[src/rtl/hazard_pkg.sv]
// hazard_pkg: register-file ids, multi-cycle FSM state and
// the hardwired-zero test shared by the scoreboard hazard unit.
package hazard_pkg;

  localparam int unsigned RF_INT = 0;
  localparam int unsigned RF_FP  = 1;

  typedef enum logic {
    IDLE = 1'b0,
    BUSY = 1'b1
  } mc_state_e;

  function automatic logic is_x0(
    input int unsigned rf,
    input int unsigned ad
  );
    return (rf == RF_INT) && (ad == 0);
  endfunction

endpackage

[src/rtl/hazard_scoreboard_sb_regfile.sv]
// sb_regfile: one pending bit per architectural register,
// with a set and a clear port and NSRC+1 combinational reads.
module sb_regfile
  import hazard_pkg::*;
#(
  parameter  int NREG = 32,
  parameter  int NRF  = 2,
  parameter  int NSRC = 3,
  localparam int AW   = $clog2(NREG),
  localparam int RW   = (NRF > 1) ? $clog2(NRF) : 1
) (
  input  logic                   clk,
  input  logic                   rst,
  input  logic                   i_set_en,
  input  logic [RW-1:0]          i_set_rf,
  input  logic [AW-1:0]          i_set_ad,
  input  logic                   i_clr_en,
  input  logic [RW-1:0]          i_clr_rf,
  input  logic [AW-1:0]          i_clr_ad,
  input  logic [(NSRC+1)*RW-1:0] i_rd_rf,
  input  logic [(NSRC+1)*AW-1:0] i_rd_ad,
  output logic [NSRC:0]          o_q
);

  logic [NREG-1:0] r_sb [NRF];

  // Set is written last so a same-cycle set beats the clear.
  always_ff @(posedge clk) begin
    if (!rst) begin
      for (int f = 0; f < NRF; f++)
        r_sb[f] <= '0;
    end else begin
      if (i_clr_en)
        r_sb[i_clr_rf][i_clr_ad] <= 1'b0;
      if (i_set_en)
        r_sb[i_set_rf][i_set_ad] <= 1'b1;
    end
  end

  always_comb begin
    o_q = '0;
    for (int i = 0; i <= NSRC; i++)
      o_q[i] = r_sb[i_rd_rf[i*RW +: RW]][i_rd_ad[i*AW +: AW]];
  end

endmodule

[src/rtl/hazard_scoreboard.sv]
// hazard_scoreboard: decode-side hazard unit tracking one
// multi-cycle unit, load-use and branch flushes.
module hazard_scoreboard
  import hazard_pkg::*;
#(
  parameter  int NREG   = 32,
  parameter  int NRF    = 2,
  parameter  int NSRC   = 3,
  parameter  int TMO_W  = 8,
  parameter  int PERF_W = 32,
  localparam int AW     = $clog2(NREG),
  localparam int RW     = (NRF > 1) ? $clog2(NRF) : 1
) (
  input  logic               clk,
  input  logic               rst,
  input  logic [NSRC-1:0]    src_vld_d,
  input  logic [NSRC*RW-1:0] src_rf_d,
  input  logic [NSRC*AW-1:0] src_ad_d,
  input  logic               dst_vld_d,
  input  logic [RW-1:0]      dst_rf_d,
  input  logic [AW-1:0]      dst_ad_d,
  input  logic               mc_req_d,
  input  logic               ld_e,
  input  logic [RW-1:0]      ld_rf_e,
  input  logic [AW-1:0]      ld_rd_e,
  input  logic               pcsrc_e,
  input  logic               mc_issue,
  input  logic [RW-1:0]      mc_issue_rf,
  input  logic [AW-1:0]      mc_issue_rd,
  input  logic               mc_done,
  output logic               stall_f,
  output logic               stall_d,
  output logic               flush_d,
  output logic               flush_e,
  output logic               mc_busy,
  output logic               mc_tmo,
  output logic [PERF_W-1:0]  stall_cnt
);

  mc_state_e         r_state, w_state_nxt;
  logic [TMO_W-1:0]  r_wd;
  logic [TMO_W-1:0]  w_wd_inc;
  logic              r_tmo;
  logic [PERF_W-1:0] r_cnt;
  logic [RW-1:0]     r_pend_rf;
  logic [AW-1:0]     r_pend_rd;

  logic          w_busy, w_issue_ok, w_done_ok, w_perr;
  logic          w_set_en;
  logic [NSRC:0] w_q;
  logic          w_raw, w_ldm, w_lduse, w_waw, w_strct, w_hz;

  assign w_busy     = (r_state == BUSY);
  assign w_issue_ok = mc_issue & (~w_busy | mc_done);
  assign w_done_ok  = mc_done & w_busy;
  assign w_perr     = mc_issue & w_busy & ~mc_done;
  assign w_set_en   = w_issue_ok &
                      ~is_x0(32'(mc_issue_rf), 32'(mc_issue_rd));
  assign w_wd_inc   = r_wd + 1'b1;

  sb_regfile #(
    .NREG (NREG),
    .NRF  (NRF),
    .NSRC (NSRC)
  ) u_sb (
    .clk      (clk),
    .rst      (rst),
    .i_set_en (w_set_en),
    .i_set_rf (mc_issue_rf),
    .i_set_ad (mc_issue_rd),
    .i_clr_en (w_done_ok),
    .i_clr_rf (r_pend_rf),
    .i_clr_ad (r_pend_rd),
    .i_rd_rf  ({dst_rf_d, src_rf_d}),
    .i_rd_ad  ({dst_ad_d, src_ad_d}),
    .o_q      (w_q)
  );

  always_comb begin
    w_raw = 1'b0;
    w_ldm = 1'b0;
    for (int i = 0; i < NSRC; i++) begin
      if (src_vld_d[i] && w_q[i])
        w_raw = 1'b1;
      if (src_vld_d[i] &&
          src_rf_d[i*RW +: RW] == ld_rf_e &&
          src_ad_d[i*AW +: AW] == ld_rd_e)
        w_ldm = 1'b1;
    end
  end

  assign w_lduse = ld_e & w_ldm &
                   ~is_x0(32'(ld_rf_e), 32'(ld_rd_e));
  assign w_waw   = dst_vld_d & w_q[NSRC];
  assign w_strct = mc_req_d & mc_busy & ~mc_done;
  assign w_hz    = w_raw | w_lduse | w_waw | w_strct;

  always_comb begin
    w_state_nxt = r_state;
    unique case (r_state)
      IDLE: if (mc_issue) w_state_nxt = BUSY;
      BUSY: if (mc_done && !mc_issue) w_state_nxt = IDLE;
    endcase
  end

  // A resolved branch squashes the stalled insn, so it wins.
  always_comb begin
    stall_f = 1'b0;
    stall_d = 1'b0;
    flush_d = 1'b0;
    flush_e = 1'b0;
    if (rst) begin
      priority case (1'b1)
        pcsrc_e: begin
          flush_d = 1'b1;
          flush_e = 1'b1;
        end
        w_hz: begin
          stall_f = 1'b1;
          stall_d = 1'b1;
          flush_e = 1'b1;
        end
        default: ;
      endcase
    end
  end

  always_ff @(posedge clk) begin
    if (!rst) begin
      r_state   <= IDLE;
      r_wd      <= '0;
      r_tmo     <= 1'b0;
      r_cnt     <= '0;
      r_pend_rf <= '0;
      r_pend_rd <= '0;
    end else begin
      r_state <= w_state_nxt;
      if (w_issue_ok) begin
        r_pend_rf <= mc_issue_rf;
        r_pend_rd <= mc_issue_rd;
        r_wd      <= '0;
      end else if (w_busy && !mc_done) begin
        if (!(&r_wd))
          r_wd <= w_wd_inc;
        if (&w_wd_inc)
          r_tmo <= 1'b1;
      end
      if (w_perr)
        r_tmo <= 1'b1;
      if (stall_d && !(&r_cnt))
        r_cnt <= r_cnt + 1'b1;
    end
  end

  assign mc_busy   = rst & w_busy;
  assign mc_tmo    = r_tmo;
  assign stall_cnt = r_cnt;

endmodule

[config.mk]
export PLATFORM = sky130hd
export DESIGN_NAME = hazard_scoreboard
export DESIGN_NICKNAME = d
export VERILOG_FILES = /design/src/rtl/hazard_pkg.sv /design/src/rtl/hazard_scoreboard_sb_regfile.sv /design/src/rtl/hazard_scoreboard.sv
export SDC_FILE = /design/constraint.sdc
export NUM_CORES = 1
export LEC_CHECK = 0
export CAP_MARGIN = 20
export CORE_ASPECT_RATIO = 2
export CORE_UTILIZATION = 57
export CTS_CLUSTER_SIZE = 12
export DETAILED_ROUTE_END_ITERATION = 6
export HOLD_SLACK_MARGIN = 0.05
export PLACE_DENSITY = 0.81
export RECOVER_POWER = 50
export SYNTH_ARGS = -nofsm -noshare
export SYNTH_HDL_FRONTEND = slang
export SYNTH_HIERARCHICAL = 1
export SYNTH_SLANG_ARGS = --single-unit
[constraint.sdc]
create_clock -name clk -period 4.12 [get_ports clk]
set_clock_uncertainty 0.05 [all_clocks]
set_input_delay 0.412 -clock clk [delete_from_list [all_inputs] [get_ports clk]]
set_output_delay 0.412 -clock clk [all_outputs]
set_load 0.01 [all_outputs]
# Word-level counts from Yosys, hierarchy flattened
# Memory sizes are Yosys's and may differ from the RTL's.
# Cells that the tools add are included.
classes:
  n_addsub: 2
  magnitude_cmp: 8
  n_eq_ne: 7
  n_mux: 45
  n_bitwise: 23
  reduce_logical: 31
op_table:
  columns: ["operator", "count"]
  rows:
  - ["$mux W32", 6]
  - ["$reduce_or A32 Y1", 2]
  - ["$lt A5 B6 Y1 const B", 6]
  - ["$add A32 B1 Y32 const B", 1]
  - ["$mux W1", 32]
  - ["$reduce_and A32 Y1", 1]
  - ["$bmux W1 S5", 4]
  - ["$logic_and A1 B1 Y1", 16]
  - ["$reduce_and A8 Y1", 2]
  - ["$eq A5 B5 Y1", 3]
  - ["$and A1 B1 Y1", 11]
  - ["$demux W1 S5", 2]
  - ["$ge A5 B1 Y1 const B", 2]
  - ["$logic_not A5 Y1", 2]
  - ["$add A8 B1 Y8 const B", 1]
  - ["$not A1 Y1", 8]
  - ["$or A1 B1 Y1", 4]
  - ["$reduce_bool A2 Y1", 2]
  - ["$eq A1 B1 Y1", 3]
  - ["$logic_not A1 Y1", 3]
  - ["$reduce_and A3 Y1", 1]
  - ["$ne A2 B1 Y1 const B", 1]
  - ["$pmux W1 S2", 1]
  - ["$reduce_and A2 Y1", 1]
  - ["$reduce_or A2 Y1", 1]
totals:
  register_bits: 48
  ramBits: 64
  out_inout_bits: 38
  n_memories: 1
memory_table:
  columns: ["memory", "depth", "word_bits", "rd", "rd_clocked_by_memory_dff", "write_ports", "line_no", "rtl"]
  rows:
  - ["u_sb.r_sb", 2, 32, 4, 0, 2, "hazard_scoreboard_sb_regfile.sv:25", "logic [NREG-1:0] r_sb [NRF];"]

# Longest topological paths before layout
# Gate-level depths: netlist of the first run.
depth:
  depth_word: 15
  ltp_mapped: 15
  depth_no_buf: 12

# Cells and area by module
# The synthesis of the first run kept the hierarchy.
modules_own_cells:
  columns: ["mod", "n_inst", "cells_per_inst", "area_each_um2"]
  rows:
  - ["sb_regfile", 1, 427, 4554.4]
  - ["hazard_scoreboard", 1, 330, 2736.4]

# Worst setup path after synthesis of the first run
# OpenSTA, ideal clock, no wires.
synth_path:
  path_kind: "in2out"
  from: "input dst_ad_d[0]"
  to: "output stall_f"
  t_arrival_ps: 2831
  required_ps: 3658
  path_slack_ps: 827
  path_stages: 12
  n_path_buf: 3
  path_cell_list: "buf_6 buf_2 mux4_2 a311oi_1 nand3_1 and3_1 a22o_1 a211oi_1 o41ai_1 o21ai_2 inv_2 buf_4"
synth_between:
  elab_chain_len: 8
synth_rtl:
  columns: ["item", "line_no", "rtl"]
  rows:
  - ["from (decl)", "hazard_scoreboard.sv:21", "input logic [AW-1:0] dst_ad_d,"]
  - ["$bmux W1 S5", "hazard_scoreboard_sb_regfile.sv:43", "o_q[i] = r_sb[i_rd_rf[i*RW +: RW]][i_rd_ad[i*AW +: AW]];"]
  - ["$mux W1 (not written as such)", "hazard_scoreboard_sb_regfile.sv:43", null]
  - ["via w_q[3]", "hazard_scoreboard.sv:50", "logic [NSRC:0] w_q;"]
  - ["$and A1 B1 Y1", "hazard_scoreboard.sv:94", "assign w_waw = dst_vld_d & w_q[NSRC];"]
  - ["$or A1 B1 Y1 (2 in series)", "hazard_scoreboard.sv:96", "assign w_hz = w_raw | w_lduse | w_waw | w_strct;"]
  - ["$mux W1 (3 in series)", null, null]
  - ["to (decl)", "hazard_scoreboard.sv:31", "output logic stall_f,"]
# The timed path passes the listed nets, and every way through them passes these cells. The select of a mux whose other input is x is not followed.

# Final worst setup path of the first run
layout_path:
  from: "input dst_rf_d"
  to: "output stall_d"
layout_between:
  elab_chain_len: 9
layout_rtl:
  columns: ["item", "line_no", "rtl"]
  rows:
  - ["from (decl)", "hazard_scoreboard.sv:20", "input logic [RW-1:0] dst_rf_d,"]
  - ["$mem_v2 Z2 W32", null, null]
  - ["$bmux W1 S5", "hazard_scoreboard_sb_regfile.sv:43", null]
  - ["$mux W1 (not written as such)", "hazard_scoreboard_sb_regfile.sv:43", null]
  - ["via w_q[3]", "hazard_scoreboard.sv:50", null]
  - ["$and A1 B1 Y1", "hazard_scoreboard.sv:94", null]
  - ["$or A1 B1 Y1 (2 in series)", "hazard_scoreboard.sv:96", null]
  - ["$mux W1 (2 in series)", "hazard_scoreboard.sv:113", "priority case (1'b1)"]
  - ["$mux W1", "hazard_scoreboard.sv:112", "if (rst) begin"]
  - ["to (decl)", "hazard_scoreboard.sv:32", "output logic stall_d,"]
# The timed path passes the listed nets, and every way through them passes these cells. The select of a mux whose other input is x is not followed.

==> results.py, run 1 <==
metrics = {
    "setup_path": {
        "arrival_ns": 3.62,
        "r2r_slack_ns": 0.39,
        "crit_required_ns": 3.66,
        "cp_max_fo": 6,
        "cp-end-kind": "primary output",
        "critPathLaunchType": "input pin",
        "critPathKind": "in -> out",
    },
    "timing": {
        "max_slew_margin": 0.353,
        "report.final.hold_viol_count": 0,
        "tightest_slew_ns": 0.970,
        "holdWs_ns": 0.401,
        "period_share": 0.990,
        "slew_violations": 0,
        "max_freq_mhz": 245,
        "setup_viol": 0,
        "period_minus_slack_ns": 4.08,
    },
    "pwr": {
        "seq_power_share": 0.480,
        "power.internal_mw": 1.67,
        "power.density_nw_per_um2": 259,
        "switching_share": 0.275,
        "combPwrFrac": 0.165,
        "clkPwrFrac": 0.355,
        "irDropWorstVdd_uv": 236,
        "p_leak_nw": 3.11,
        "p_sw_mw": 0.636,
    },
    "layout": {
        "postLayoutCellArea_um2": 8940,
        "multi_input_area_um2": 4860,
        "synthToLayoutAreaGrowth_pct": 22.6,
        "layout.nets": 893,
        "seq_area_um2": 2240,
        "fillers": 904,
        "layout-drive-gt1-share": 0.171,
        "fin_util": 0.712,
    },
    "synthesis": {
        "ys_ff_latch": 112,
        "ys.flop_type": "dfxtp_1",
        "synth_common_cells": "112 x dfxtp_1, 68 x o211ai_1, 68 x o21ai_0",
        "yosysUniqueCellTypes": 60,
        "yosysTopAreaCell": "dfxtp_1",
        "synth.most_common_cell": "dfxtp_1",
        "syn_area_per_cell_um2": 9.63,
        "netlist_area_um2": 7290,
        "yosysSeqAreaShare": 0.308,
        "synth-edff-count": 0,
        "yosysWarningCount": 6,
        "synthCells": 757,
        "synth_top_area_frac": 0.308,
        "postSynth.asyncResetShare": 0,
        "yosys-top-cells-area": "dfxtp_1 31%, mux4_2 18%, o211ai_1 7.0%",
        "synth_nets": 807,
    },
    "routing": {
        "drc": 1,
        "drt-total-wl_mm": 26.2,
        "ant_nets": 0,
        "vias": 7549,
        "routedWlPerCell_um": 26.2,
        "viasPerCell": 7.56,
        "dr.pass1.iters": 7,
        "drtIter0Drc": 1101,
    },
    "clocking": {
        "cts-buffers-inserted": 9,
        "ctsHtreeMaxLevel": 3,
        "worstSkewPairLatency_ns": 0.35,
        "cts-root-buf": "clkbuf_16",
        "cts_tree": "yes",
        "clkTransAtPathRegs_ns": 0.07,
        "cts.sinks": 112,
        "clockBufferDepth": 2,
    },
    "run": {
        "max_cap_violations": 0,
    },
    "global_route": {
        "gr-usage-all-layers": 0.439,
        "grt_pass1_wl_mm": 42.2,
        "grt-ovfl-total": 0,
        "antenna_found_initial": 2,
        "grt_max_degree": 95,
        "grt_pass1_vias": 7681,
    },
    "worst_hold_path": {
        "hp-class": "reg -> reg",
    },
    "placement": {
        "dp_hpwl_mm": 18.1,
        "gp_congestion": 1.05,
        "placed_area_um2": 8440,
        "numPortBuffers": 84,
    },
    "floorplanning": {
        "initial_core_util": 0.581,
        "fp.dieW_um": 82.0,
        "core_area_um2": 12600,
        "ios": 85,
        "die-area_um2": 13300,
        "rows": 58,
        "die_h_um": 162,
    },
    "outcome": {
        "violations": "DRC",
        "outcome": "complete, but fails checks",
    },
}
-- path summary, 6_finish.rpt --
kind,cells after the start,to,from
max,16,stall_d,dst_rf_d
min,2,mc_tmo,mc_tmo
max reg2reg,14,stall_cnt[9],u_sb/r_sb[1][2]
min reg2reg,2,mc_tmo,mc_tmo
-- timing repair --
| action | 4_1_cts | 5_1_grt |
|---|---|---|
| hold buffers | 0 | 0 |
| setup buffers | 0 | 8 |
| gates cloned | 0 | 1 |
| setup endpoints to repair | 3 | 29 |
| pin swaps | 0 | 3 |
| resized for setup | 4 | 21 |
-- cell type report --
type	instances	area share
clock buffers	9	0.0252
flip-flops and latches	112	0.251
inverters	9	0.00378
diodes	1	0.000280
repair buffers	127	0.150
well taps	150	0.0210
clock inverters	7	0.00518
multi-input cells	584	0.543
-- sequential cells by signal, summed over array words and instances (netlist names) --
signal,cells
mc_tmo,1
r_pend_rd,5
r_pend_rf,1
r_state,1
r_wd,8
stall_cnt,32
u_sb/r_sb,64
-- layer usage --
layer / share of wire / track usage / up-vias
met5: 0 / 0.0750 / -
met1: 0.30 / 0.409 / 3544
met3: 0.11 / 0.263 / 222
li1: - / - / 3175
met4: 0.089 / 0.341 / 0
met2: 0.50 / 0.668 / 608
-- power groups by stage --
| stage | sequential (mW) | combinational (mW) | clock [mW] |
|---|---|---|---|
| 3_3_place_gp | 1.13 | 0.326 | 0 |
| 2_1_floorplan | 1.13 | 0.183 | 0 |
| 4_1_cts | 1.11 | 0.342 | 0.818 |
| 5_1_grt | 1.11 | 0.410 | 0.871 |
| 3_5_place_dp | 1.13 | 0.336 | 0 |
| 6_report | 1.11 | 0.382 | 0.819 |
-- metrics by stage --
stage               setup WS [ns]  setup TNS [ns]  power (mW)  instances
global placement           -0.111          -0.683        1.46        973
detailed placement         -0.285           -4.10        1.47        973
CTS                       -0.0721          -0.172        2.27        989
floorplan                   0.827               0        1.31        757
global route              -0.0855          -0.288        2.39        998
finish                     0.0395               0        2.31        999
-- worst max-delay path, stage by stage --
cell	delay, ns
clkdlybuf4s50_1	0.50
buf_12	0.13
buf_12	0.12
buf_4	0.15
mux4_1	0.31
nand3_1	0.14
nand3_1	0.11
or3_1	0.31
and3_1	0.21
a22o_1	0.21
a211oi_4	0.27
buf_4	0.17
o41ai_4	0.07
o21ai_4	0.26
inv_2	0.07
dlymetal6s2s_1	0.17
-- kinds of logic after synthesis --
logic type               count (synthesis)  synth area share
XOR/XNOR                                25            0.0300
AO/OA/AOI/OAI                          224             0.199
adder cells (fa/ha/maj)                  3           0.00515
AND/OR/NAND/NOR                        235             0.176
flip-flops                             112             0.308
buffers and inverters                   61            0.0402
multiplexers                            97             0.243
-- cell usage in the layout, fill, tap and decap left out, types with 4 or more instances in the layout --
| cell type | instances |
|---|---|
| nor2_1 | 28 |
| xor2_1 | 8 |
| mux4_1 | 4 |
| nand2b_1 | 12 |
| dlygate4sd3_1 | 34 |
| a21oi_1 | 28 |
| and4_1 | 9 |
| o31ai_1 | 8 |
| nand3_1 | 32 |
| or3_1 | 14 |
| o21a_1 | 4 |
| buf_12 | 12 |
| o311ai_0 | 4 |
| nor4_1 | 7 |
| o21ai_1 | 10 |
| o41ai_1 | 5 |
| nand4_1 | 16 |
| o211ai_1 | 68 |
| and2_1 | 5 |
| inv_1 | 7 |
| xnor2_1 | 17 |
| nand3b_1 | 6 |
| mux2_2 | 4 |
| and3_1 | 11 |
| o22ai_1 | 4 |
| mux4_2 | 58 |
| o21ai_0 | 67 |
| nor3_1 | 6 |
| buf_4 | 29 |
| nor2b_1 | 6 |
| dlymetal6s2s_1 | 5 |
| a31oi_1 | 4 |
| or4_1 | 7 |
| dfxtp_1 | 112 |
| mux2i_1 | 27 |
| clkbuf_16 | 10 |
| nand2_1 | 61 |
| clkdlybuf4s50_1 | 44 |
No activity file was read; power rests on OpenSTA's default activity.
==> run 2: changes to the inputs <==
--- a/config.mk
+++ b/config.mk
@@ -7,11 +7,12 @@
 export LEC_CHECK = 0
 export CAP_MARGIN = 20
 export CORE_ASPECT_RATIO = 2
-export CORE_UTILIZATION = 57
+export CORE_UTILIZATION = 59
+export CTS_BUF_LIST = sky130_fd_sc_hd__clkbuf_8
 export CTS_CLUSTER_SIZE = 12
 export DETAILED_ROUTE_END_ITERATION = 6
 export HOLD_SLACK_MARGIN = 0.05
-export PLACE_DENSITY = 0.81
+export PLACE_DENSITY = 0.83
 export RECOVER_POWER = 50
 export SYNTH_ARGS = -nofsm -noshare
 export SYNTH_HDL_FRONTEND = slang
==> results.py, run 2 (synthesis gave the netlist of run 1 again) <==
metrics = {
    "floorplanning": {
        "ios": 85,
        "fp.dieW_um": 80.6,
        "die_h_um": 159,
        "core_area_um2": 12100,
        "die-area_um2": 12800,
        "initial_core_util": 0.601,
        "rows": 57,
    },
    "worst_hold_path": {
        "hp-class": "reg -> reg",
        "hold-path-endpoint": "mc_tmo",
        "min_from": "mc_tmo",
        "worstHoldPathCells": 2,
    },
    "timing": {
        "tightest_slew_ns": 0.938,
        "max_slew_margin": 0.375,
        "rsz0062_at_grt": "false",
        "tns_ns": 0,
        "report.final.hold_viol_count": 0,
        "max_freq_mhz": 251,
        "setup_viol": 0,
        "period_share": 0.967,
        "layout_setup_ws_ns": 0.134,
        "slew_violations": 0,
        "period_minus_slack_ns": 3.99,
    },
    "routing": {
        "ant_nets": 0,
        "vias": 7295,
        "dr.pass1.iters": 7,
        "drt-total-wl_mm": 24.4,
        "drtIter0Drc": 724,
        "drc": 1,
        "viasPerCell": 7.41,
        "routedWlPerCell_um": 24.8,
    },
    "setup_path": {
        "cp-end-kind": "primary output",
        "worstRegToRegCells": 13,
        "timing.rr.end": "stall_cnt[5]",
        "worstReg2RegStart": "u_sb/r_sb[1][2]",
        "crit_required_ns": 3.66,
        "critPathKind": "in -> out",
        "critPathLaunchType": "input pin",
        "r2r_slack_ns": 0.48,
        "cp_max_fo": 11,
        "arrival_ns": 3.52,
    },
    "clocking": {
        "worstSkewPairLatency_ns": 0.38,
        "cts-root-buf": "clkbuf_8",
        "clkTransAtPathRegs_ns": 0.10,
        "ctsHtreeMaxLevel": 3,
        "cts_tree": "yes",
        "cts-buffers-inserted": 9,
        "clockBufferDepth": 2,
        "cts.sinks": 112,
    },
    "layout": {
        "n_antenna_cell": 0,
        "fin_util": 0.715,
        "layout.nets": 883,
        "largest_reg_flops": 64,
        "mostFrequentLayoutCells": "112 x dfxtp_1, 68 x o211ai_1, 67 x o21ai_0",
        "seq_area_um2": 2240,
        "synthToLayoutAreaGrowth_pct": 18.8,
        "largest-register": "u_sb/r_sb",
        "mostFrequentLayoutCell": "dfxtp_1",
        "fin_cells": 984,
        "layout-drive-gt1-share": 0.152,
        "multi_input_area_um2": 4810,
        "fillers": 901,
    },
    "global_route": {
        "gr-usage-all-layers": 0.417,
        "grt_max_degree": 95,
        "grt_pass1_vias": 7308,
        "grt-ovfl-total": 0,
        "antenna_found_initial": 0,
        "grt_pass1_wl_mm": 39.7,
    },
    "placement": {
        "numPortBuffers": 84,
        "dp_slack_ns": -0.169,
        "gp_congestion": 1.00,
        "dp_hpwl_mm": 18.2,
        "place_inst": 967,
    },
    "outcome": {
        "outcome": "complete, but fails checks",
        "violations": "DRC",
    },
    "pwr": {
        "p_leak_nw": 2.98,
        "irDropWorstVdd_uv": 281,
        "power.density_nw_per_um2": 240,
    },
    "run": {
        "max_cap_violations": 0,
    },
}
## run 2: changes by cell type in the layout (fill, tap and decap cells not counted), moves of 3 or more
cell / change
clkinv_2: -3
clkbuf_16: -10
buf_4: -6
clkbuf_8: +9
## run 2: timing repair
item	4_1_cts	5_1_grt
setup buffers	0	2
hold buffers	0	0
endpoints found under the setup margin	3	9
cloned	0	0
pin swaps	1	1
gates resized for setup	1	12
## run 2: how the worst max path moves through the flow
| stage | from | endpoint | slack, ns | cells after the start |
|---|---|---|---|---|
| 4_1_cts | src_ad_d[10] | stall_d | -0.01 | 13 |
| 2_1_floorplan | dst_ad_d[0] | stall_f | 0.83 | 12 |
| 5_1_grt | dst_ad_d[0] | stall_d | 0.06 | 13 |
| 3_3_place_gp | dst_ad_d[0] | stall_d | -0.06 | 13 |
| 6_report | dst_ad_d[0] | stall_d | 0.13 | 13 |
| 3_5_place_dp | src_ad_d[10] | stall_cnt[5] | -0.17 | 15 |
## run 2: final cells by class
class / instances / area share
multi-input cells: 584 / 0.555
flip-flops and latches: 112 / 0.259
repair buffers: 117 / 0.140
well taps: 147 / 0.0212
clock buffers: 9 / 0.0143
clock inverters: 6 / 0.00635
inverters: 9 / 0.00390
## run 2: per-stage QoR
stage	cell area, um2	total power [mW]	hold slack, ns
2_1_floorplan	7290	1.31	0.385
3_3_place_gp	8420	1.45	0.388
3_5_place_dp	8420	1.47	0.395
4_1_cts	8600	2.06	0.410
5_1_grt	8660	2.15	0.451
6_report	8660	2.08	0.406
## run 2: critical path: stages
cell             delay, ns
clkdlybuf4s50_1       0.50
buf_12                0.15
mux4_2                0.51
a22oi_2               0.19
nand3_1               0.09
or3_1                 0.30
and3_1                0.18
a22o_1                0.21
a211oi_4              0.34
o41ai_4               0.15
o21ai_4               0.22
inv_2                 0.07
dlymetal6s2s_1        0.17
## run 2: report_power, final
group          internal (mW)  switching [mW]
Combinational          0.158           0.195
Sequential              1.09          0.0158
Clock                  0.227           0.387
## run 2: routing by layer
layer / vias up / global-route usage / share of wire
met1: 3435 / 0.406 / 0.32
met5: - / 0 / 0
met2: 513 / 0.656 / 0.51
met3: 200 / 0.185 / 0.075
met4: 0 / 0.346 / 0.095
li1: 3147 / - / -
